### src/rtl/alu_seq_pkg.sv
// Shared ALU instruction codes and sequencer state encoding for alu_sequencer.
package alu_seq_pkg;

  typedef enum logic [3:0] {
    INST_NOP = 4'd0,
    INST_LDA = 4'd1,
    INST_LDB = 4'd2,
    INST_ADD = 4'd3,
    INST_SUB = 4'd4
  } inst_e;

  typedef enum logic [2:0] {
    S_IDLE,
    S_LDA,
    S_LDB,
    S_EXEC,
    S_WAIT,
    S_RESP
  } state_e;

endpackage

### src/rtl/alu_sequencer_if.sv
// Two-port request/response bus between requesters (master) and alu_sequencer (slave).
interface alu_sequencer_if;
  logic [1:0]  req_valid;
  logic [1:0]  req_ready;
  logic [15:0] req_a;
  logic [15:0] req_b;
  logic [1:0]  req_op;
  logic [1:0]  rsp_valid;
  logic [1:0]  rsp_ready;
  logic [7:0]  rsp_data;

  modport master (
    output req_valid, req_a, req_b, req_op, rsp_ready,
    input  req_ready, rsp_valid, rsp_data
  );

  modport slave (
    input  req_valid, req_a, req_b, req_op, rsp_ready,
    output req_ready, rsp_valid, rsp_data
  );
endinterface

### src/rtl/rr_arb2.sv
// Two-port round-robin arbiter: on contention the port not granted last wins.
module rr_arb2 (
  input  logic [1:0] req,
  input  logic       last,
  output logic [1:0] grant
);
  always_comb begin
    grant = '0;
    case (req)
      2'b01:   grant = 2'b01;
      2'b10:   grant = 2'b10;
      2'b11:   grant = last ? 2'b01 : 2'b10;
      default: grant = '0;
    endcase
  end
endmodule

### src/rtl/alu_sequencer.sv
// Sequences a load-A / load-B / execute program on an external ALU for two requesters.
// Optional subtract support is enabled by defining ALU_SEQ_SUB_EN.
module alu_sequencer
  import alu_seq_pkg::*;
#(
  parameter int unsigned RET_LAT = 1
) (
  input  logic             clock,
  input  logic             reset_n,
  alu_sequencer_if.slave   bus,
  output logic [7:0]       alu_in,
  output logic [3:0]       alu_inst,
  input  logic [7:0]       alu_ret,
  output logic             busy
);

  state_e     state;
  logic [1:0] grant;
  logic       last;
  logic       port_q;
  logic [7:0] b_q;
  logic [1:0] cnt;
  logic [7:0] a_sel;
  logic [7:0] b_sel;

  rr_arb2 u_arb (
    .req   (bus.req_valid),
    .last  (last),
    .grant (grant)
  );

  assign a_sel = grant[1] ? bus.req_a[15:8] : bus.req_a[7:0];
  assign b_sel = grant[1] ? bus.req_b[15:8] : bus.req_b[7:0];

  // Ready is the live grant so a request is accepted on the very edge it wins.
  assign bus.req_ready = (reset_n && state == S_IDLE) ? grant : '0;
  assign busy          = (state != S_IDLE);

`ifdef ALU_SEQ_SUB_EN
  logic op_q;
  logic op_sel;
  assign op_sel = grant[1] ? bus.req_op[1] : bus.req_op[0];
`else
  logic unused_op;
  assign unused_op = ^bus.req_op;
`endif

  always_ff @(posedge clock or negedge reset_n) begin
    if (!reset_n) begin
      state         <= S_IDLE;
      alu_inst      <= INST_NOP;
      alu_in        <= '0;
      bus.rsp_valid <= '0;
      bus.rsp_data  <= '0;
      last          <= 1'b1;
      port_q        <= 1'b0;
      b_q           <= '0;
      cnt           <= '0;
`ifdef ALU_SEQ_SUB_EN
      op_q          <= 1'b0;
`endif
    end else begin
      case (state)
        S_IDLE: begin
          if (|grant) begin
            port_q   <= grant[1];
            last     <= grant[1];
            b_q      <= b_sel;
`ifdef ALU_SEQ_SUB_EN
            op_q     <= op_sel;
`endif
            alu_inst <= INST_LDA;
            alu_in   <= a_sel;
            state    <= S_LDA;
          end
        end
        S_LDA: begin
          alu_inst <= INST_LDB;
          alu_in   <= b_q;
          state    <= S_LDB;
        end
        S_LDB: begin
`ifdef ALU_SEQ_SUB_EN
          alu_inst <= op_q ? INST_SUB : INST_ADD;
`else
          alu_inst <= INST_ADD;
`endif
          alu_in   <= '0;
          state    <= S_EXEC;
        end
        S_EXEC: begin
          alu_inst <= INST_NOP;
          cnt      <= '0;
          state    <= S_WAIT;
        end
        S_WAIT: begin
          if (cnt == 2'(RET_LAT - 1)) begin
            bus.rsp_data  <= alu_ret;
            bus.rsp_valid <= port_q ? 2'b10 : 2'b01;
            state         <= S_RESP;
          end else begin
            cnt <= cnt + 2'd1;
          end
        end
        S_RESP: begin
          if (|(bus.rsp_valid & bus.rsp_ready)) begin
            bus.rsp_valid <= '0;
            state         <= S_IDLE;
          end
        end
        default: state <= S_IDLE;
      endcase
    end
  end

endmodule

### src/flat_wrapper.sv
// flat-port wrapper written by rule: the top's interface ports become plain ports
module alu_sequencer_flat import alu_seq_pkg::*;
#(
  parameter int unsigned RET_LAT = 1
)
  (clock, reset_n, alu_in, alu_inst, alu_ret, busy, bus_req_valid, bus_req_a, bus_req_b, bus_req_op, bus_rsp_ready, bus_req_ready, bus_rsp_valid, bus_rsp_data);
  alu_sequencer_if bus_i ();
  input  logic clock;
  input  logic reset_n;
  output logic [7:0] alu_in;
  output logic [3:0] alu_inst;
  input  logic [7:0] alu_ret;
  output logic busy;
  input wire logic [$bits(bus_i.req_valid)-1:0] bus_req_valid;
  input wire logic [$bits(bus_i.req_a)-1:0] bus_req_a;
  input wire logic [$bits(bus_i.req_b)-1:0] bus_req_b;
  input wire logic [$bits(bus_i.req_op)-1:0] bus_req_op;
  input wire logic [$bits(bus_i.rsp_ready)-1:0] bus_rsp_ready;
  output wire logic [$bits(bus_i.req_ready)-1:0] bus_req_ready;
  output wire logic [$bits(bus_i.rsp_valid)-1:0] bus_rsp_valid;
  output wire logic [$bits(bus_i.rsp_data)-1:0] bus_rsp_data;
  assign bus_i.req_valid = bus_req_valid;
  assign bus_i.req_a = bus_req_a;
  assign bus_i.req_b = bus_req_b;
  assign bus_i.req_op = bus_req_op;
  assign bus_i.rsp_ready = bus_rsp_ready;
  assign bus_req_ready = bus_i.req_ready;
  assign bus_rsp_valid = bus_i.rsp_valid;
  assign bus_rsp_data = bus_i.rsp_data;
  alu_sequencer #(.RET_LAT(RET_LAT)) u_core (.clock(clock), .reset_n(reset_n), .bus(bus_i), .alu_in(alu_in), .alu_inst(alu_inst), .alu_ret(alu_ret), .busy(busy));
endmodule
### config.mk
export PLATFORM = sky130hd
export DESIGN_NAME = alu_sequencer_flat
export DESIGN_NICKNAME = d
export VERILOG_FILES = /design/src/rtl/alu_seq_pkg.sv /design/src/rtl/alu_sequencer_if.sv /design/src/rtl/rr_arb2.sv /design/src/rtl/alu_sequencer.sv /design/src/flat_wrapper.sv
export SDC_FILE = /design/constraint.sdc
export NUM_CORES = 1
export LEC_CHECK = 0
export ABC_CLOCK_PERIOD_IN_PS = 2200
export BUFFER_PORTS_ARGS = -buffer_cell sky130_fd_sc_hd__buf_2
export CAP_MARGIN = 20
export CORE_UTILIZATION = 40
export DETAILED_ROUTE_END_ITERATION = 10
export PLACE_DENSITY = 0.68
export SLEW_MARGIN = 40
export SYNTH_ARGS = -nofsm -noshare
export SYNTH_HDL_FRONTEND = slang
export SYNTH_SLANG_ARGS = --single-unit
### constraint.sdc
create_clock -name clock -period 2.2 [get_ports clock]
set_clock_uncertainty 0.05 [all_clocks]
set_input_delay 0.11 -clock clock [delete_from_list [all_inputs] [get_ports clock]]
set_output_delay 0.11 -clock clock [all_outputs]
set_load 0.05 [all_outputs]
==> impl_metrics.csv <==
group,metric,value,unit
global_routing,overflow,0,
timing,rsz0062_at_grt,"false",
clock_network,clock_path_buffers,2,
floorplan,rows,24,
floorplan,start_util,41.5,%
clock_network,clock-sinks,35,
yosys,ys_seq_area_share,48.5,%
drt,routed_wl,3.72,mm
yosys,async_flop_share,100,%
critical_path,path_cells,"nor3_4 > o2111a_1 > buf_2",
critical_path,end_kind,"output port",
floorplan,core_area,4350,um^2
final_layout,insertedDiodeCount,0,
clock_network,clkSlewWorstSetupHoldPaths,0.07,ns
drt,dr_total_vias,1411,
final_layout,drive_above_1_share,47.3,%
global_routing,use_met1,22.0,%
power_and_ir_drop,p_leak,0.00106,uW
place,numPortBuffers,68,
yosys,ys_ff_latch,35,
drt,dr.pass1.iters,4,
yosys,ys_types,37,
floorplan,dieArea,4790,um^2
final_layout,postLayoutCellArea,2270,um^2
floorplan,die_w,69.2,um
drt,final_antenna_net_count,0,
global_routing,antenna_found_initial,0,
place,gp_routability_congestion,0.787,
global_routing,grt_pass1_vias,1389,
timing,tns,0,ns
global_routing,grt_pass1_wl,6.38,mm
final_layout,fin_nets,275,
clock_network,clk-insertion-delay-late,0.28,ns
place,post-dp-hpwl,2.76,mm
timing,fmax,522,MHz
critical_path,worstSetupPathType,"flop to output port",
place,post-place-ws,0.482,ns
critical_path,cpMaxStageDelayCell,"dfrtp_1",
global_routing,busiest_layer,"met2",
critical_path,required,2.04,ns
power_and_ir_drop,ir_drop,0.000993,V
yosys,synthCells,157,
hold_path,hold_path.class,"primary input to flop",
power_and_ir_drop,power.density,1550,nW/um^2
clock_network,cts_buffers,5,
drt,wl_per_cell,13.4,um
clock_network,cts_tree,"built",
clock_network,cts_max_level,2,
global_routing,track_usage,16.9,%
yosys,synth_area,1810,um^2
drt,via_per_inst,5.08,
critical_path,critPathMaxFanout,14,
clock_network,hold_buffers,2,
job,cap_violations,0,
global_routing,grt_max_degree,31,
yosys,yosysTopAreaCell,"dfrtp_1",
timing,setup_slack,0.284,ns
final_layout,syn2layout_area_growth,25.8,%
floorplan,pin_count,73,
clock_network,cts_root_buf,"clkbuf_8",
global_routing,grt_use_met3,4.80,%
floorplan,die_h,69.2,um
yosys,synth_flop_cell,"dfrtp_1",
global_routing,grt.met2_usage,27.1,%
yosys,synth_top_area_share,47.1,%
critical_path,critPathMaxStageDelay,0.56,ns
timing,hold_violations,0,
timing,drv_slew,0,
critical_path,cp-start-kind,"flop",
status,status,"finished clean",
yosys,synth.top_cells.by_area,"dfrtp_1 (47%), mux2_2 (14%), mux2i_1 (5.0%), o211ai_1 (3.3%), o21ai_0 (3.0%)",
clock_network,post_cts_buffers,0,
yosys,yosys_warnings,0,
timing,worstMarginPinSlew,0.594,ns
drt,route.detailed.drc,0,
drt,drtIter0Drc,46,
timing,period_share,87.1,%
timing,slew_headroom,60.1,%
yosys,syn_avg_cell_area,11.5,um^2
clock_network,cts_resized,0,
critical_path,critPathArrivalTime,1.76,ns
place,placed_area,2150,um^2
timing,layout_min_cycle_time,1.92,ns
yosys,synth_edf_count,0,
timing,finalSetupViolations,0,
-- stage by stage --
step                      hold WS, ns  std cells  total power, uW  utilization [%]
final                         0.00952        278             3530             52.2
after CTS                     0.00213        278             3560             52.2
after global placement        -0.0808        269             2960             49.4
after detailed placement      -0.0775        269             3000             49.4
after global routing         0.000189        278             3740             52.2
after floorplan                -0.236        158             2620                -
-- where the power goes --
| group | total [uW] | switching (uW) | internal [uW] |
|---|---|---|---|
| clock | 551 | 219 | 332 |
| combinational | 1760 | 1160 | 607 |
| sequential | 1210 | 257 | 955 |
| total | 3530 | 1630 | 1890 |
-- critical path: cells and delay by family, from the launching register on --
kind / cells / cell delay [ns]
AOI/OAI and AO/OA: 1 / 0.24
buffers and inverters: 1 / 0.25
DFF: 1 / 0.56
and+or+nand+nor: 1 / 0.42
-- layout make-up --
class,instances,area (um^2)
clock inverters,1,30.0
inverters,6,22.5
multi-input cells,106,832
well taps,52,65.1
fillers,389,2080
repair buffers,72,375
clock buffers,6,72.6
flip-flops and latches,35,877
-- Yosys cell counts (2+ instances only) --
library cell / number
nor2_1: 7
a22oi_1: 2
buf_6: 3
o211ai_1: 8
nor3_1: 2
buf_4: 4
mux2_2: 23
nand2_1: 13
nor3b_1: 2
buf_2: 4
a21oi_1: 2
nand2b_1: 4
dfrtp_1: 34
nor2b_1: 2
inv_1: 6
a221oi_1: 2
o21ai_0: 11
mux2i_1: 9
-- kinds of logic after synthesis --
group                    share of synthesized area, %
AND/OR/NAND/NOR                                  10.9
multiplexers                                     20.1
other                                           0.207
AO/OA/AOI/OAI                                    13.2
flip-flops                                       48.5
XOR/XNOR                                        0.485
adder cells (fa/ha/maj)                         0.692
buffers and inverters                            5.88
-- registers in the layout (all words and copies together), names as in the netlist --
| register | flops |
|---|---|
| u_core.alu_in | 8 |
| u_core.alu_inst | 2 |
| u_core.b_q | 8 |
| u_core.bus.rsp_data | 8 |
| u_core.bus.rsp_valid | 2 |
| u_core.cnt | 2 |
| u_core.last | 1 |
| u_core.port_q | 1 |
| u_core.state | 3 |
-- placed cells by master, fill, tap and decap left out, types with 2 or more instances in the layout --
cell,instances
mux2i_1,9
nand2_1,13
dlygate4sd3_1,2
nor2b_1,2
nor2_1,7
clkbuf_8,5
conb_1,2
a22oi_1,2
nor3_1,2
a21oi_1,2
o21ai_0,11
dfrtp_1,34
mux2_2,23
buf_4,2
inv_1,6
nor3b_1,2
nand2b_1,4
o211ai_1,8
a221oi_1,2
buf_2,68
-- path summary, 6_finish.rpt --
| kind | cells after the start | from | to | slack [ns] |
|---|---|---|---|---|
| min reg2reg | 1 | u_core.alu_inst[0]$_DFFE_PN0P_ | u_core.alu_inst[0]$_DFFE_PN0P_ | 0.44 |
| max reg2reg | 3 | u_core.state[1]$_DFFE_PN0P_ | u_core.b_q[6]$_DFFE_PN0P_ | 0.49 |
| min | 2 | alu_ret[0] | u_core.bus.rsp_data[0]$_DFFE_PN0P_ | 0.01 |
| max in group asynchronous | 3 | reset_n | u_core.last$_DFFE_PN1P_ | 1.30 |
| min in group asynchronous | 2 | reset_n | u_core.b_q[6]$_DFFE_PN0P_ | 0.14 |
| max | 3 | u_core.state[1]$_DFFE_PN0P_ | bus_req_ready[0] | 0.28 |
-- per-layer routing --
layer  wire, um  vias up
li1           -      698
met1       1730      668
met2       1780       40
met3        174        5
met4         36        0
met5          0        -
Note: power is estimated with default switching activity, not from simulation.
